[config.mk]
export PLATFORM = sky130hd
export DESIGN_NAME = img2col_addr_gen_flat
export DESIGN_NICKNAME = d
export VERILOG_FILES = /design/src/rtl/img2col_addr_gen_if.sv /design/src/rtl/img2col_addr_gen.sv /design/src/flat_wrapper.sv
export SDC_FILE = /design/constraint.sdc
export NUM_CORES = 1
export LEC_CHECK = 0
export ABC_AREA = 1
export ABC_CLOCK_PERIOD_IN_PS = 10600
export BUFFER_PORTS_ARGS = -buffer_cell sky130_fd_sc_hd__buf_2
export CAP_MARGIN = 20
export CORE_UTILIZATION = 50
export CTS_CLUSTER_DIAMETER = 60
export DETAILED_ROUTE_END_ITERATION = 8
export HOLD_SLACK_MARGIN = 0.02
export PLACE_DENSITY = 0.67
export REMOVE_ABC_BUFFERS = 1
export SYNTH_ARGS = -nofsm -noshare
export SYNTH_HDL_FRONTEND = slang
export SYNTH_SLANG_ARGS = --single-unit
[constraint.sdc]
create_clock -name clk -period 10.6 [get_ports clk]
set_clock_uncertainty 0.15 [all_clocks]
set_input_delay 2.65 -clock clk [delete_from_list [all_inputs] [get_ports clk]]
set_output_delay 2.65 -clock clk [all_outputs]
set_load 0.005 [all_outputs]
[src/rtl/img2col_addr_gen_if.sv]
// rtl/img2col_addr_gen_if.sv - address stream bundle between img2col_addr_gen and its consumer
`ifndef ADDR_SIZE
`define ADDR_SIZE 16
`endif

interface img2col_addr_gen_if #(
    parameter int ADDR_W = `ADDR_SIZE
);
    logic [ADDR_W-1:0] addr;
    logic              addr_valid;
    logic              addr_ready;
    logic              patch_last;

    modport master (output addr, output addr_valid, output patch_last, input addr_ready);
    modport slave  (input addr, input addr_valid, input patch_last, output addr_ready);
endinterface

[src/rtl/img2col_addr_gen.sv]
// rtl/img2col_addr_gen.sv - img2col tensor read-address generator
// IMG2COL_ADDR_GEN_STALL_CNT_EN adds a saturating 16-bit stall_cnt output.
`ifndef ADDR_SIZE
`define ADDR_SIZE 16
`endif
`ifndef TENSOR_SIZE
`define TENSOR_SIZE 8
`endif
`ifndef KERNEL_SIZE
`define KERNEL_SIZE 4
`endif
`ifndef CHANNELS_SIZE
`define CHANNELS_SIZE 8
`endif
`ifndef STRIDE_SIZE
`define STRIDE_SIZE 4
`endif

module img2col_addr_gen #(
    parameter int ADDR_W = `ADDR_SIZE,
    parameter int T_W    = `TENSOR_SIZE,
    parameter int K_W    = `KERNEL_SIZE,
    parameter int C_W    = `CHANNELS_SIZE,
    parameter int S_W    = `STRIDE_SIZE
) (
    input  logic                    clk,
    input  logic                    rst,
    input  logic                    params_valid,
    input  logic                    start,
    input  logic [T_W-1:0]          tensor_size,
    input  logic [K_W-1:0]          kernel_size,
    input  logic [C_W-1:0]          channels,
    input  logic [S_W-1:0]          stride,
    input  logic [T_W-1:0]          out_dim_m1,
    img2col_addr_gen_if.master      aif,
    output logic                    busy,
    output logic                    done
`ifdef IMG2COL_ADDR_GEN_STALL_CNT_EN
    ,
    output logic [15:0]             stall_cnt
`endif
);

    typedef enum logic [1:0] {IDLE, SETUP, RUN, FINISH} state_t;
    state_t state, state_nx;

    logic [T_W-1:0]    oy, ox;
    logic [C_W-1:0]    ch;
    logic [K_W-1:0]    ky, kx;
    logic [ADDR_W-1:0] plane, row_step, row_base, win_base, ch_base, krow_base, addr_q;
    logic [ADDR_W-1:0] t_ext, s_ext, mul_b, product;
    logic [ADDR_W-1:0] krow_nx, ch_nx, win_nx, row_nx;
    logic              xfer, kx_end, ky_end, ch_end, ox_end, oy_end, final_beat, degenerate;

    assign t_ext = ADDR_W'(tensor_size);
    assign s_ext = ADDR_W'(stride);

    // One shared multiplier: T*T in SETUP, then S*T during RUN. The row step is
    // first needed at the end of an output row, which is never the first RUN beat.
    assign mul_b   = (state == SETUP) ? t_ext : s_ext;
    assign product = t_ext * mul_b;

    assign krow_nx = krow_base + t_ext;
    assign ch_nx   = ch_base + plane;
    assign win_nx  = win_base + s_ext;
    assign row_nx  = row_base + row_step;

    assign xfer       = aif.addr_valid && aif.addr_ready;
    assign kx_end     = (kx == kernel_size - K_W'(1));
    assign ky_end     = (ky == kernel_size - K_W'(1));
    assign ch_end     = (ch == channels - C_W'(1));
    assign ox_end     = (ox == out_dim_m1);
    assign oy_end     = (oy == out_dim_m1);
    assign final_beat = kx_end && ky_end && ch_end && ox_end && oy_end;
    assign degenerate = (channels == '0) || (kernel_size == '0);

    always_ff @(posedge clk) begin
        if (rst) state <= IDLE;
        else     state <= state_nx;
    end

    always_comb begin
        state_nx = state;
        case (state)
            IDLE:    if (start && params_valid) state_nx = SETUP;
            SETUP: begin
                if (!params_valid)   state_nx = IDLE;
                else if (degenerate) state_nx = FINISH;
                else                 state_nx = RUN;
            end
            RUN: begin
                if (!params_valid)            state_nx = IDLE;
                else if (xfer && final_beat)  state_nx = FINISH;
            end
            FINISH:  state_nx = IDLE;
            default: state_nx = IDLE;
        endcase
    end

    assign aif.addr_valid = (state == RUN);
    assign aif.addr       = addr_q;
    assign aif.patch_last = aif.addr_valid && kx_end && ky_end && ch_end;
    assign busy           = (state != IDLE);
    assign done           = (state == FINISH);

    // Each base register tracks one loop level, so every step is a single add.
    always_ff @(posedge clk) begin
        if (rst) begin
            oy <= '0; ox <= '0; ch <= '0; ky <= '0; kx <= '0;
            plane <= '0; row_step <= '0; row_base <= '0; win_base <= '0;
            ch_base <= '0; krow_base <= '0; addr_q <= '0;
        end else if (state == SETUP) begin
            oy <= '0; ox <= '0; ch <= '0; ky <= '0; kx <= '0;
            row_base <= '0; win_base <= '0; ch_base <= '0; krow_base <= '0; addr_q <= '0;
            plane <= product;
        end else if (state == RUN) begin
            row_step <= product;
            if (xfer) begin
                if (!kx_end) begin
                    kx     <= kx + K_W'(1);
                    addr_q <= addr_q + ADDR_W'(1);
                end else if (!ky_end) begin
                    kx        <= '0;
                    ky        <= ky + K_W'(1);
                    krow_base <= krow_nx;
                    addr_q    <= krow_nx;
                end else if (!ch_end) begin
                    kx        <= '0;
                    ky        <= '0;
                    ch        <= ch + C_W'(1);
                    ch_base   <= ch_nx;
                    krow_base <= ch_nx;
                    addr_q    <= ch_nx;
                end else if (!ox_end) begin
                    kx        <= '0;
                    ky        <= '0;
                    ch        <= '0;
                    ox        <= ox + T_W'(1);
                    win_base  <= win_nx;
                    ch_base   <= win_nx;
                    krow_base <= win_nx;
                    addr_q    <= win_nx;
                end else if (!oy_end) begin
                    kx        <= '0;
                    ky        <= '0;
                    ch        <= '0;
                    ox        <= '0;
                    oy        <= oy + T_W'(1);
                    row_base  <= row_nx;
                    win_base  <= row_nx;
                    ch_base   <= row_nx;
                    krow_base <= row_nx;
                    addr_q    <= row_nx;
                end
            end
        end
    end

`ifdef IMG2COL_ADDR_GEN_STALL_CNT_EN
    always_ff @(posedge clk) begin
        if (rst) begin
            stall_cnt <= '0;
        end else if (state == IDLE && state_nx == SETUP) begin
            stall_cnt <= '0;
        end else if (aif.addr_valid && !aif.addr_ready && stall_cnt != 16'hFFFF) begin
            stall_cnt <= stall_cnt + 16'd1;
        end
    end
`endif

endmodule

[src/flat_wrapper.sv]
// flat-port wrapper written by rule: the top's interface ports become plain ports
module img2col_addr_gen_flat 
#(
    parameter int ADDR_W = `ADDR_SIZE,
    parameter int T_W    = `TENSOR_SIZE,
    parameter int K_W    = `KERNEL_SIZE,
    parameter int C_W    = `CHANNELS_SIZE,
    parameter int S_W    = `STRIDE_SIZE
)
  (clk, rst, params_valid, start, tensor_size, kernel_size, channels, stride, out_dim_m1, busy, done, aif_addr, aif_addr_valid, aif_patch_last, aif_addr_ready);
  img2col_addr_gen_if #(.ADDR_W(ADDR_W)) aif_i ();
  input  logic clk;
  input  logic rst;
  input  logic params_valid;
  input  logic start;
  input  logic [T_W-1:0] tensor_size;
  input  logic [K_W-1:0] kernel_size;
  input  logic [C_W-1:0] channels;
  input  logic [S_W-1:0] stride;
  input  logic [T_W-1:0] out_dim_m1;
  output logic busy;
  output logic done;
  output wire logic [$bits(aif_i.addr)-1:0] aif_addr;
  output wire logic [$bits(aif_i.addr_valid)-1:0] aif_addr_valid;
  output wire logic [$bits(aif_i.patch_last)-1:0] aif_patch_last;
  input wire logic [$bits(aif_i.addr_ready)-1:0] aif_addr_ready;
  assign aif_addr = aif_i.addr;
  assign aif_addr_valid = aif_i.addr_valid;
  assign aif_patch_last = aif_i.patch_last;
  assign aif_i.addr_ready = aif_addr_ready;
  img2col_addr_gen #(.ADDR_W(ADDR_W), .T_W(T_W), .K_W(K_W), .C_W(C_W), .S_W(S_W)) u_core (.clk(clk), .rst(rst), .params_valid(params_valid), .start(start), .tensor_size(tensor_size), .kernel_size(kernel_size), .channels(channels), .stride(stride), .out_dim_m1(out_dim_m1), .aif(aif_i), .busy(busy), .done(done));
endmodule
==> metrics.txt <==
Fin. Hold Viols 0; fillcell total 2,261; top post-synthesis cells by count nand2_1 (519), inv_1 (261), nor2_1 (156); critical path launch point type input port; clock-pin slew on the worst setup and hold paths 0.06 ns; setup bufs post-CTS 0; die area 24,300 sq um; LEAKAGE 6.49 nW; CTS buffer count 17; leading area contributor after synthesis dfxtp_1; max-cap violations 0; root buf cell clkbuf_16; Worst R2R Start u_core.state[0]; layout cells sized above 1 6.73%; Seq cells post-synth 146; RSZ-0062 raised after global routing false; Slew headroom 36.2%; vias 11.5k; Worst-Margin Slew 0.952 ns; row count 55; Clock Tree Buf Depth 2; Setup crit start kernel_size[0]; 1st-iter DRT viols 902; min setup slack post-route 2.39 ns; EDFF count, synth 0; I/O pin count 57; Worst-Skew Late Latency 0.43 ns; Hold Crit Class reg -> reg; CP endpoint kind output pin; Final Non-Filler Cells 2,185; ys flop type dfxtp_1; YS warnings 0; Initial Util 51.7%; number of global-route vias before repair 10.7k; vias per inst 5.25; final WL 31,700 um; gpl congestion 0.906; Cells after Synth 1,820; Final #Nets 2,024; post-DP HPWL 24,900 um; top post-synthesis cells by area dfxtp_1 (25%), nand2_1 (16%), ha_1 (9.2%), inv_1 (8.3%), fa_1 (6.8%); leading cell type by number of instances after synthesis nand2_1; initial antenna violation count 0; final setup fails 0; Unique masters post-synth 43; hold buffers post-CTS 0; DR pass1 iterations 5; Setup WS pre-CTS 2.45 ns; Mapped Area 11,900 sq um; utilization after layout 56.8%; PortBufs 56; M3 GR Usage 2.81%; met1 usage 36.6%; area delta synth->final 9.75%; core box area 22,900 sq um; required time worst endpoint 7.80 ns; Final Cycle Share 77.4%; VDD IR max 87.7 uV; Design Area, Final 13,000 sq um; pwr dens 117 nW/um^2; Seq/Total Area, Yosys 24.7%; number of H-tree levels 4; crit path time final 8.21 ns; clock sink count 146; GRT overflow 0; max-slew violations 0; placed insts 2,154; setup slack, reg-to-reg 4.91 ns; number of gates resized after cts 0; GRT Util Overall 27.1%; status finished, final reports clean; wire length per cell 14.5 um; DIE WIDTH 156 um; total negative slack 0 ns; reg2reg end u_core.row_step[14]; ant diodes 0; FMAX 122 MHz; kind of critical path in -> out; crit path max fanout 24; CTS tree built; Placed Area 12,400 sq um; Die Height 156 um; DRC viols 0; first-pass GRT wire length 52,400 um; ys async rst share 0%; Synth Area per Inst 6.51 sq um; crit path capture aif_patch_last; crit path DAT 5.41 ns; cells on worst reg2reg path 23; post-synth top area share 24.7%; largest net degree at the start of global routing 39; Antenna Nets Post-Route 0; met2 Use GR 45.7%; GRT Max-Usage Layer met2
-- layout by cell type (no fill, tap or decap), types with 15 or more instances in the layout --
cell type / synthesis / routed
a21oi_1: 99 / 99
nor2_1: 156 / 154
nor3_1: 30 / 29
clkbuf_16: 0 / 17
o21ai_1: 15 / 15
xnor2_1: 22 / 22
buf_2: 14 / 56
nand2_1: 519 / 519
fa_1: 40 / 40
dfxtp_1: 146 / 146
ha_1: 87 / 87
inv_1: 261 / 261
nand4_1: 20 / 20
o21ai_0: 99 / 99
nand3_1: 151 / 151
xor2_1: 52 / 52
-- power by group --
part           internal [mW]  leakage (nW)  total (mW)  switching (mW)
clock                  0.400         0.305       0.636           0.236
sequential             0.557          1.18       0.564         0.00736
combinational          0.107          5.01       0.318           0.211
total                   1.06          6.49        1.52           0.453
-- final cells by class --
class / instances / area (sq um) / area share (%)
Multi-Input combinational cell: 1365 / 7750 / 59.5
Clock inverter: 8 / 125 / 0.962
Tap cell: 313 / 392 / 3.01
Clock buffer: 23 / 498 / 3.83
Inverter: 269 / 1010 / 7.76
Sequential cell: 146 / 2920 / 22.5
Timing Repair Buffer: 61 / 318 / 2.44
-- layer usage --
metal  wire length [um]  vias up  share of wire, %
met4                602        0               1.9
met3               1290       39               4.1
li1                   -     5902                 -
met2              14500      272                46
met5                  0        -                 0
met1              15300     5266                48
-- worst min path at each step --
stage	from	to	slack, ns	depth (start not counted)
6_report	u_core.row_base[4]	u_core.row_base[4]	0.30	2
5_1_grt	u_core.krow_base[0]	u_core.krow_base[0]	0.31	2
2_1_floorplan	u_core.ch_base[10]	u_core.ch_base[10]	0.28	2
3_3_place_gp	u_core.ch_base[5]	u_core.ch_base[5]	0.28	2
3_5_place_dp	u_core.ch_base[5]	u_core.ch_base[5]	0.29	2
4_1_cts	u_core.ch_base[5]	u_core.ch_base[5]	0.30	2
-- flip-flops by register name (all words and copies together), names as in the netlist --
signal	cells
u_core.aif.addr	16
u_core.ch_base	16
u_core.krow_base	16
u_core.plane	16
u_core.row_base	16
u_core.row_step	16
u_core.win_base	16
u_core.ch	8
u_core.ox	8
u_core.oy	8
u_core.kx	4
u_core.ky	4
u_core.state	2
-- stage by stage --
stage	hold WS (ns)	power, mW
global placement	0.284	0.885
finish	0.301	1.52
floorplan	0.275	0.794
global route	0.313	1.59
detailed placement	0.293	0.891
CTS	0.305	1.53
-- worst max-delay path, stage by stage --
cell	delay, ns
buf_2	0.13
inv_2	0.07
ha_1	0.32
inv_1	0.06
nand2_1	0.06
nand2_1	0.04
nor2_1	0.11
nand3_1	0.10
nor2_2	0.71
inv_2	0.43
nor2_2	0.30
inv_2	0.09
nor3_1	0.16
buf_2	0.15
-- logic make-up after synthesis --
group | after synthesis | share of synthesized area [%]
buffers and inverters | 309 | 10.1
AOI/OAI and AO/OA | 254 | 11.6
and+or+nand+nor | 910 | 32.3
DFF | 146 | 24.7
xor gates and xnor gates | 74 | 5.47
adders and majority gates | 127 | 15.9
No activity file was read; power rests on OpenSTA's default activity.
